$ cat config.mk
export PLATFORM = sky130hd
export DESIGN_NAME = operand_fetch
export DESIGN_NICKNAME = d
export VERILOG_FILES = /design/src/rtl/opfetch_pkg.sv /design/src/rtl/opfetch_scoreboard.sv /design/src/rtl/operand_fetch.sv
export SDC_FILE = /design/constraint.sdc
export NUM_CORES = 1
export LEC_CHECK = 0
export ABC_AREA = 1
export BUFFER_PORTS_ARGS = -buffer_cell sky130_fd_sc_hd__buf_2
export CAP_MARGIN = 20
export CORE_AREA = 2 2 130 101
export DETAILED_ROUTE_END_ITERATION = 6
export DIE_AREA = 0 0 132 103
export GPL_TIMING_DRIVEN = 0
export PLACE_DENSITY = 0.8
export SLEW_MARGIN = 15
export SYNTH_ARGS = -nofsm -noshare
export SYNTH_HDL_FRONTEND = slang
export SYNTH_HIERARCHICAL = 1
export SYNTH_SLANG_ARGS = --single-unit
$ cat constraint.sdc
create_clock -name CLK -period 3.06 [get_ports CLK]
set_input_delay 0.612 -clock CLK [delete_from_list [all_inputs] [get_ports CLK]]
set_output_delay 0.612 -clock CLK [all_outputs]
set_load 0.02 [all_outputs]
$ cat src/rtl/opfetch_pkg.sv
// Shared definitions for the operand fetch stage: instruction field layout,
// register count and the opcode that performs no register writeback.
package opfetch_pkg;

    localparam int DATA_W_DEF  = 32;
    localparam int INSTR_W_DEF = 32;
    localparam int NUM_REGS    = 16;
    localparam int REG_AW      = 4;

    localparam int OPC_MSB = 31;
    localparam int OPC_LSB = 28;
    localparam int RD_MSB  = 27;
    localparam int RD_LSB  = 24;
    localparam int RS1_MSB = 23;
    localparam int RS1_LSB = 20;
    localparam int RS2_MSB = 19;
    localparam int RS2_LSB = 16;
    localparam int IMM_MSB = 15;
    localparam int IMM_LSB = 0;

    localparam logic [3:0] OP_NOWB = 4'hF;

endpackage

$ cat src/rtl/opfetch_scoreboard.sv
// Busy bitmap of registers with an outstanding writeback.
// A set and a clear of the same entry in one cycle leaves the entry set.
module opfetch_scoreboard
    import opfetch_pkg::*;
(
    input  logic                CLK,
    input  logic                RESET,
    input  logic                set_en,
    input  logic [REG_AW-1:0]   set_addr,
    input  logic                clr_en,
    input  logic [REG_AW-1:0]   clr_addr,
    output logic [NUM_REGS-1:0] busy
);

    logic [NUM_REGS-1:0] busy_q;
    logic [NUM_REGS-1:0] busy_next;

    // Clear is applied first so a coincident set overrides it.
    always_comb begin
        busy_next = busy_q;
        if (clr_en) begin
            busy_next[clr_addr] = 1'b0;
        end
        if (set_en) begin
            busy_next[set_addr] = 1'b1;
        end
    end

    always_ff @(posedge CLK) begin
        if (!RESET) begin
            busy_q <= '0;
        end else begin
            busy_q <= busy_next;
        end
    end

    assign busy = busy_q;

endmodule

$ cat src/rtl/operand_fetch.sv
// Operand fetch stage: reads sources, stalls on busy registers, registers a bundle.
// Define OPFETCH_BYPASS_EN to forward a same-cycle writeback into the operands.
module operand_fetch
    import opfetch_pkg::*;
#(
    parameter int DATA_W  = DATA_W_DEF,
    parameter int INSTR_W = INSTR_W_DEF
) (
    input  logic               CLK,
    input  logic               RESET,
    input  logic               in_valid,
    output logic               in_ready,
    input  logic [INSTR_W-1:0] in_instr,
    output logic [REG_AW-1:0]  rf_raddr1,
    output logic [REG_AW-1:0]  rf_raddr2,
    input  logic [DATA_W-1:0]  rf_rdata1,
    input  logic [DATA_W-1:0]  rf_rdata2,
    input  logic               wb_valid,
    input  logic [REG_AW-1:0]  wb_addr,
    input  logic [DATA_W-1:0]  wb_data,
    output logic               out_valid,
    input  logic               out_ready,
    output logic [3:0]         out_opcode,
    output logic [REG_AW-1:0]  out_rd,
    output logic [DATA_W-1:0]  out_op1,
    output logic [DATA_W-1:0]  out_op2,
    output logic [DATA_W-1:0]  out_imm
);

    logic [3:0]          opcode;
    logic [REG_AW-1:0]   rd;
    logic [REG_AW-1:0]   rs1;
    logic [REG_AW-1:0]   rs2;
    logic [15:0]         imm;
    logic [NUM_REGS-1:0] busy;
    logic                byp1;
    logic                byp2;
    logic                hazard;
    logic                accept;
    logic [DATA_W-1:0]   op1;
    logic [DATA_W-1:0]   op2;

    assign opcode = in_instr[OPC_MSB:OPC_LSB];
    assign rd     = in_instr[RD_MSB:RD_LSB];
    assign rs1    = in_instr[RS1_MSB:RS1_LSB];
    assign rs2    = in_instr[RS2_MSB:RS2_LSB];
    assign imm    = in_instr[IMM_MSB:IMM_LSB];

    assign rf_raddr1 = rs1;
    assign rf_raddr2 = rs2;

`ifdef OPFETCH_BYPASS_EN
    assign byp1 = wb_valid && (wb_addr == rs1);
    assign byp2 = wb_valid && (wb_addr == rs2);
`else
    assign byp1 = 1'b0;
    assign byp2 = 1'b0;
`endif

    // rs1 == rs2 naturally looks up the same bit, so a shared source stalls once.
    assign hazard = (busy[rs1] && !byp1) || (busy[rs2] && !byp2);

    // Handshake: a beat moves on a posedge where valid && ready. in_ready is
    // combinational from out_ready and the hazard, and is held low in reset.
    // out_valid and every out_* field stay stable until out_ready is seen.
    assign in_ready = RESET && (!out_valid || out_ready) && !hazard;
    assign accept   = in_valid && in_ready;

    assign op1 = byp1 ? wb_data : rf_rdata1;
    assign op2 = byp2 ? wb_data : rf_rdata2;

    opfetch_scoreboard u_sb (
        .CLK      (CLK),
        .RESET    (RESET),
        .set_en   (accept && (opcode != OP_NOWB)),
        .set_addr (rd),
        .clr_en   (wb_valid),
        .clr_addr (wb_addr),
        .busy     (busy)
    );

    always_ff @(posedge CLK) begin
        if (!RESET) begin
            out_valid  <= 1'b0;
            out_opcode <= '0;
            out_rd     <= '0;
            out_op1    <= '0;
            out_op2    <= '0;
            out_imm    <= '0;
        end else if (accept) begin
            out_valid  <= 1'b1;
            out_opcode <= opcode;
            out_rd     <= rd;
            out_op1    <= op1;
            out_op2    <= op2;
            out_imm    <= {{(DATA_W-16){imm[15]}}, imm};
        end else if (out_ready) begin
            out_valid <= 1'b0;
        end
    end

endmodule

==> flow_metrics.tcl, run 1 <==
set metrics [dict create \
    critical_path.startpoint_type "primary input" \
    fp-row-count 36 \
    switching_share 0.3184 \
    setup_violations 0 \
    cp-end-kind "flop" \
    nNetsFinal 1346 \
    most_common_library_cells_after_synthesis "298 x inv_1, 238 x nand2_1, 105 x dfxtp_1" \
    hold_path_class "flop to flop" \
    status "complete, no violations" \
    wire_length_of_the_first_global_routing_pass_um 24870 \
    mappedNetlistNets 1121 \
    final_replace_weighted_congestion 0.8571 \
    irDropWorstVdd_mv 0.2306 \
    multi_input_area_sq_um 2262 \
    power.internal_w 0.002313 \
    synthesis.area_sq_um 5903 \
    power_density_nw_per_um2 454.3 \
    synth_area_leaders "dfxtp_1 36%, inv_1 19%, nand2_1 15%" \
    share_of_synthesized_registers_carrying_an_async_set_or_reset 0 \
    clock_path_buffers 2 \
    synth_top_area_frac 0.3561 \
    fin_hold_ws_ps 475.6 \
    crit-reg2reg-launch "u_sb/busy[14]$_SDFF_PN0_" \
    syn_area_per_cell_sq_um 5.999 \
    grt_use_total 0.2263 \
    detail_route.iter0.violations 336 \
    synth-seq-area-share 0.3561 \
    comb_power_share 0.237 \
    grt_max_degree 19 \
    post-synth-top-count-cell "inv_1" \
    drt_wl_total_um 15600 \
    pwr-share-clk 0.324 \
    detail_route.vias_per_cell 4.419 \
    number_of_enable_flip_flop_cells_after_synthesis 0 \
    fin_crit_ps 2820 \
    worstPathBufferInverterCount 4 \
    timing_hold_violations_final 0 \
    leading_register_cell_type_out_of_synthesis "dfxtp_1" \
    crit_path_start "in_instr[16]" \
    dieWidth_um 132 \
    static-leakage-power_nw 4.451 \
    yosys_register_bits 105 \
    placed_cell_area_sq_um 7193 \
    crit_required_ps 3340 \
    antenna_cells 0 \
    syn_to_final_growth_pct 26.56 \
    postCtsSetupRepairBufs 0 \
    initial_utilization 0.4731 \
    worstPathArrival_ps 3100 \
    timing.final.crit_share 0.9215 \
    clk_transition_reported_paths_ps 70 \
    grt_pass1_vias 5149 \
    tritoncts "done" \
    achievable-frequency_mhz 354.6 \
    die-height_um 103 \
    fill_cells 1238 \
    antenna_violating_nets_post_route 0 \
    synth.distinct_cells 23 \
    p_switching_w 0.001081 \
    drc 0 \
    design_power_total_w 0.003394 \
    grt-ovfl-total 0 \
    tns_ps 0 \
    yosysTopAreaCell "dfxtp_1" \
    drive_gt1_frac 0.2389 \
    worst_path_max_delay_cell "nor2_4" \
    setup.worst_path.class "primary input to flop" \
    clock_skew_ps 11.72 \
    routedWlPerCell_um 11.27 \
    max_slew.worst_pin.slew_ps 618.3 \
    synthesis.yosys.warnings 6 \
    portBuffers 215 \
    core-area_sq_um 12480 \
    maxCapViolations 0 \
    timing_max_transition_violations_final 0 \
    clock-root-buffer "clkbuf_16" \
    final_core_utilization 0.5988 \
    final-seq-area_sq_um 2102 \
    longest_individual_stage_delay_on_the_worst_path_ps 320 \
    detail_route.first_pass.iterations 5 \
    summed_area_of_non_filler_cells_in_the_final_layout_sq_um 7471 \
    maxSlewHeadroom 0.5872 \
    cts_made_buffers 9 \
    critical_path.max_fanout 10 \
    worst-r2r-setup-slack_ps 450 \
    power_frac_seq 0.439 \
    critical_path.top_delay_family "simple AND/OR/NAND/NOR gates" \
    synthesis.instances 984 \
    crit_path_cell_trace "buf_2 > buf_4 > o211ai_1 > nand2_1 > nor2_1 > nor2_1 > nor2_4 > nand3_2 > buf_2 > a21oi_1 > buf_6 > nand2_4 > nor2_2 > nand2_1 > a21oi_2" \
    num_vias 6120 \
    setup_repair_after_global_routing_missed_its_margin "no" \
    htree_levels 3 \
    place_hpwl_um 12070 \
    initial_antenna_violation_count 1 \
    numClockSinks 105 \
    die_area_sq_um 13600 \
    worstSkewPairLatency_ps 340 \
    holdCritStartpoint "u_sb/busy[8]$_SDFF_PN0_" \
    io-pin-count 251 \
]
[cell type report]
cell class	instances	share of cell area
plain buffers	75	0.05426
repair buffers	215	0.1440
flip-flops and latches	105	0.2814
inverters	301	0.1512
clock buffers	11	0.03249
clock inverters	5	0.005192
multi-input cells	502	0.3028
well taps	171	0.02864
[tightest hold or removal path, delay by kind of cell, from the launching register on]
family	cells	cell delay, ps
simple gates	1	60
flops	1	320
compound gates	1	50
[placed cells by master, fill, tap and decap left out]
cell        count
buf_2         233
inv_1         298
a21oi_1        15
inv_6           2
buf_1          13
clkinv_2        1
dfxtp_1       105
nand4_1        88
clkinvlp_4      1
nor3_1          2
nand3b_1        1
o21ai_0         5
clkbuf_16       9
clkbuf_8        1
nor2_4          2
nand2_4         1
inv_2           3
buf_6           1
o21bai_1        3
nand3_1        37
nand2_1       238
nor2_1         98
nor2_2          5
o211ai_1        2
a21oi_2         4
clkbuf_1       19
clkinv_4        1
nand3_2         1
buf_4          25
[flip-flops by register name, indices dropped and copies added (netlist names)]
signal	cells
u_sb/busy	16
out_imm	16
out_valid	1
out_rd	4
out_opcode	4
out_op2	32
out_op1	32
[worst paths after layout]
kind                                   end  depth (start not counted)
setup / recovery  u_sb/busy[10]$_SDFF_PN0_                         15
hold / removal     u_sb/busy[8]$_SDFF_PN0_                          2
setup reg to reg  u_sb/busy[10]$_SDFF_PN0_                         13
hold reg to reg    u_sb/busy[8]$_SDFF_PN0_                          2
[logic make-up (layout without fill, tap and decap cells)]
group,after synthesis,count (layout),synth area share
flops,105,105,0.3561
compound gates,29,29,0.02925
simple gates,473,473,0.3540
buf+inv,377,607,0.2607
[what timing repair did]
action / 4_1_cts / 5_1_grt
hold buffers: 0 / 0
setup endpoints to repair: 3 / 0
gates resized for setup: 0 / 0
[metrics by stage]
| step | instances | setup slack [ps] |
|---|---|---|
| final | 1385 | 240.1 |
| after detailed placement | 1370 | -371.1 |
| after floorplan | 984 | 729.4 |
| after global placement | 1370 | -339.4 |
| after global routing | 1385 | 33.22 |
| after CTS | 1385 | 227.8 |
[power by group through the flow]
stage / combinational, W / clock, W / sequential (W)
after CTS: 0.000808 / 0.00113 / 0.00149
after global placement: 0.000795 / 0 / 0.00152
after floorplan: 0.000439 / 0 / 0.00161
after global routing: 0.000906 / 0.00119 / 0.00150
after detailed placement: 0.000804 / 0 / 0.00152
final: 0.000806 / 0.00110 / 0.00149
[routing by layer]
layer | up-vias | track usage | wire [um] | part of all wire
met5 | - | 0 | 9 | 0.00058
met4 | 2 | 0.04682 | 165 | 0.011
met3 | 17 | 0.06932 | 1421 | 0.091
met2 | 220 | 0.3646 | 6652 | 0.43
met1 | 2579 | 0.3027 | 7355 | 0.47
li1 | 3302 | - | - | -
No activity file was read; power rests on OpenSTA's default activity.
==> run 2, diff against run 1 <==
Settings changed: CORE_AREA 2 2 130 101 to 2 2 120 93, DIE_AREA 0 0 132 103 to 0 0 122 95, SYNTH_HIERARCHICAL 1 to unset.
==> run 2 against run 1 <==
Net effect: synthesized cell count decreased by 38%; utilization decreased by 1.3 points; final cell count decreased by 29%; clock skew about the same; largest power group unchanged.
==> flow_metrics.tcl, run 2 <==
set metrics [dict create \
    die_area_sq_um 11590 \
    timing_max_transition_violations_final 0 \
    comb_power_share 0.164 \
    timing.final.crit_share 0.8874 \
    yosysTopAreaCell "dfxtp_1" \
    io-pin-count 251 \
    fin_crit_ps 2716 \
    share_of_synthesized_registers_carrying_an_async_set_or_reset 0 \
    nNetsFinal 979 \
    power.internal_w 0.002314 \
    max_slew.worst_pin.slew_ps 635.7 \
    antenna_cells 0 \
    achievable-frequency_mhz 368.2 \
    antenna_violating_nets_post_route 0 \
    grt_use_total 0.2389 \
    num_vias 5012 \
    initial_antenna_violation_count 0 \
    detail_route.first_pass.iterations 5 \
    irDropWorstVdd_mv 0.3969 \
    number_of_enable_flip_flop_cells_after_synthesis 0 \
    core-area_sq_um 10530 \
    clock-root-buffer "clkbuf_16" \
    worstSkewPairLatency_ps 340 \
    maxCapViolations 0 \
    power_density_nw_per_um2 508.3 \
    htree_levels 3 \
    fp-row-count 33 \
    clk_transition_reported_paths_ps 60 \
    crit_required_ps 2450 \
    layout.cells.most_common "buf_2" \
    synth_area_leaders "dfxtp_1 46%, a21oi_1 12%, nand3_1 11%" \
    critical_path.max_fanout 10 \
    design_power_total_w 0.003135 \
    grt_pass1_vias 4519 \
    hold_buffers 0 \
    clock_skew_ps 11.80 \
    syn_area_per_cell_sq_um 7.501 \
    drc 0 \
    power_frac_seq 0.459 \
    yosys_register_bits 105 \
    cts_made_buffers 9 \
    tritoncts "done" \
    clock_path_buffers 2 \
    die-height_um 95 \
    layout.cells.most_common_list "224 x buf_2, 125 x nand2_1, 108 x a21oi_1, 105 x dfxtp_1, 103 x nand3_1" \
    timing_hold_violations_final 0 \
    fill_cells 997 \
    detail_route.iter0.violations 180 \
    hold_path_depth 2 \
    largest_registers "out_op1 x32, out_op2 x32" \
    setup_violations 0 \
    static-leakage-power_nw 2.812 \
    drive_gt1_frac 0.3314 \
    initial_utilization 0.4374 \
    ff2ff_path_depth 11 \
    place_hpwl_um 10640 \
    leading_register_cell_type_out_of_synthesis "dfxtp_1" \
    pwr-share-clk 0.377 \
    worstPathArrival_ps 2100 \
    p_switching_w 0.0008211 \
    cp-end-kind "output pin" \
    maxSlewHeadroom 0.5762 \
    tns_ps 0 \
    synth-seq-area-share 0.4564 \
    status "complete, no violations" \
    ctsResizeCount 0 \
    post-synth-top-count-cell "nand2_1" \
    synthesis.instances 614 \
    routedWlPerCell_um 14.18 \
    grt_max_degree 19 \
    final_replace_weighted_congestion 0.8966 \
    detail_route.vias_per_cell 5.088 \
    synthesis.yosys.warnings 0 \
    critical_path.startpoint_type "primary input" \
    most_common_library_cells_after_synthesis "125 x nand2_1, 108 x a21oi_1, 105 x dfxtp_1" \
    drt_wl_total_um 13960 \
    synth.distinct_cells 21 \
    setup.worst_path.class "primary input to output pin" \
    hold_path_class "flop to flop" \
    syn_to_final_growth_pct 33.90 \
    portBuffers 217 \
    synth_top_area_frac 0.4564 \
    grt-ovfl-total 0 \
    wire_length_of_the_first_global_routing_pass_um 21820 \
    postCtsSetupRepairBufs 0 \
    synthesis.area_sq_um 4606 \
    mappedNetlistNets 751 \
    setup_repair_after_global_routing_missed_its_margin "no" \
    numClockSinks 105 \
    switching_share 0.2619 \
    dieWidth_um 122 \
]
## run 2: cell types whose count changed in the layout (fill, tap and decap cells not counted), moves of 5 or more
cell | previous run | this run
inv_1 | 298 | 30
nand2_1 | 238 | 125
a21oi_1 | 15 | 108
nor2_1 | 98 | 20
nand4_1 | 88 | 17
nand3_1 | 37 | 103
clkbuf_1 | 19 | 32
buf_1 | 13 | 1
buf_2 | 233 | 224
nand3_2 | 1 | 10
o21ai_0 | 5 | 14
buf_6 | 1 | 7
nor2_2 | 5 | 0
## run 2: per-stage QoR
stage,setup slack (ps),cells,hold slack (ps),util,cell area (sq um)
floorplan,821.8,614,448.3,-,4606
global placement,346.5,971,445.2,0.5572,5867
detailed placement,346.3,971,449.0,0.5572,5867
CTS,343.3,985,459.5,0.5857,6167
global route,102.8,985,471.9,0.5857,6167
finish,344.4,985,458.6,0.5857,6167
## run 2: final timing paths
check / start / endpoint / slack [ps]
worst min-delay path: out_op2[25]$_SDFFE_PN0P_ / out_op2[25]$_SDFFE_PN0P_ / 460
worst min register to register: out_op2[25]$_SDFFE_PN0P_ / out_op2[25]$_SDFFE_PN0P_ / 460
worst max-delay path: in_instr[16] / in_ready / 340
worst max register to register: u_sb.busy[15]$_SDFF_PN0_ / out_op1[27]$_SDFFE_PN0P_ / 1040
## run 2: metal layers
metal / vias to the layer above / global-route usage / wire [um]
met2: 219 / 0.3790 / 6152
met5: - / 0 / 0
met4: 0 / 0.08525 / 330
li1: 2499 / - / -
met3: 31 / 0.07126 / 1301
met1: 2263 / 0.3098 / 6177
## run 2: critical path, stage by stage
cell and delay, ps:
buf_2 150, buf_6 140, o211ai_1 180, nand3_1 100
nand3_1 70, nand2_1 90, nor2_4 240, buf_6 200
buf_6 140, buf_2 160
## run 2: kinds of logic after synthesis
group / count (synthesis) / synth area share
and+or+nand+nor: 278 / 0.2804
AOI/OAI and AO/OA: 130 / 0.1456
DFF: 105 / 0.4564
buffers and inverters: 101 / 0.1176
## run 2: area by class of cell
type                       instances  area (sq um)  area share
sequential                       105          2102      0.3408
multi-input combinational        408          1962      0.3181
timing repair buffer             217          1086      0.1761
buffer                            70         425.4     0.06898
clock buffer                      11         232.7     0.03774
tap                              140         175.2     0.02840
inverter                          31         116.4     0.01887
clock inverter                     3         67.56     0.01096
## run 2: power by group through the flow
| stage | Sequential (W) | Combinational [W] | Clock (W) |
|---|---|---|---|
| after global routing | 0.00144 | 0.000566 | 0.00126 |
| after detailed placement | 0.00147 | 0.000514 | 0 |
| final | 0.00144 | 0.000514 | 0.00118 |
| after CTS | 0.00144 | 0.000515 | 0.00121 |
| after floorplan | 0.00153 | 0.000252 | 0 |
| after global placement | 0.00147 | 0.000510 | 0 |
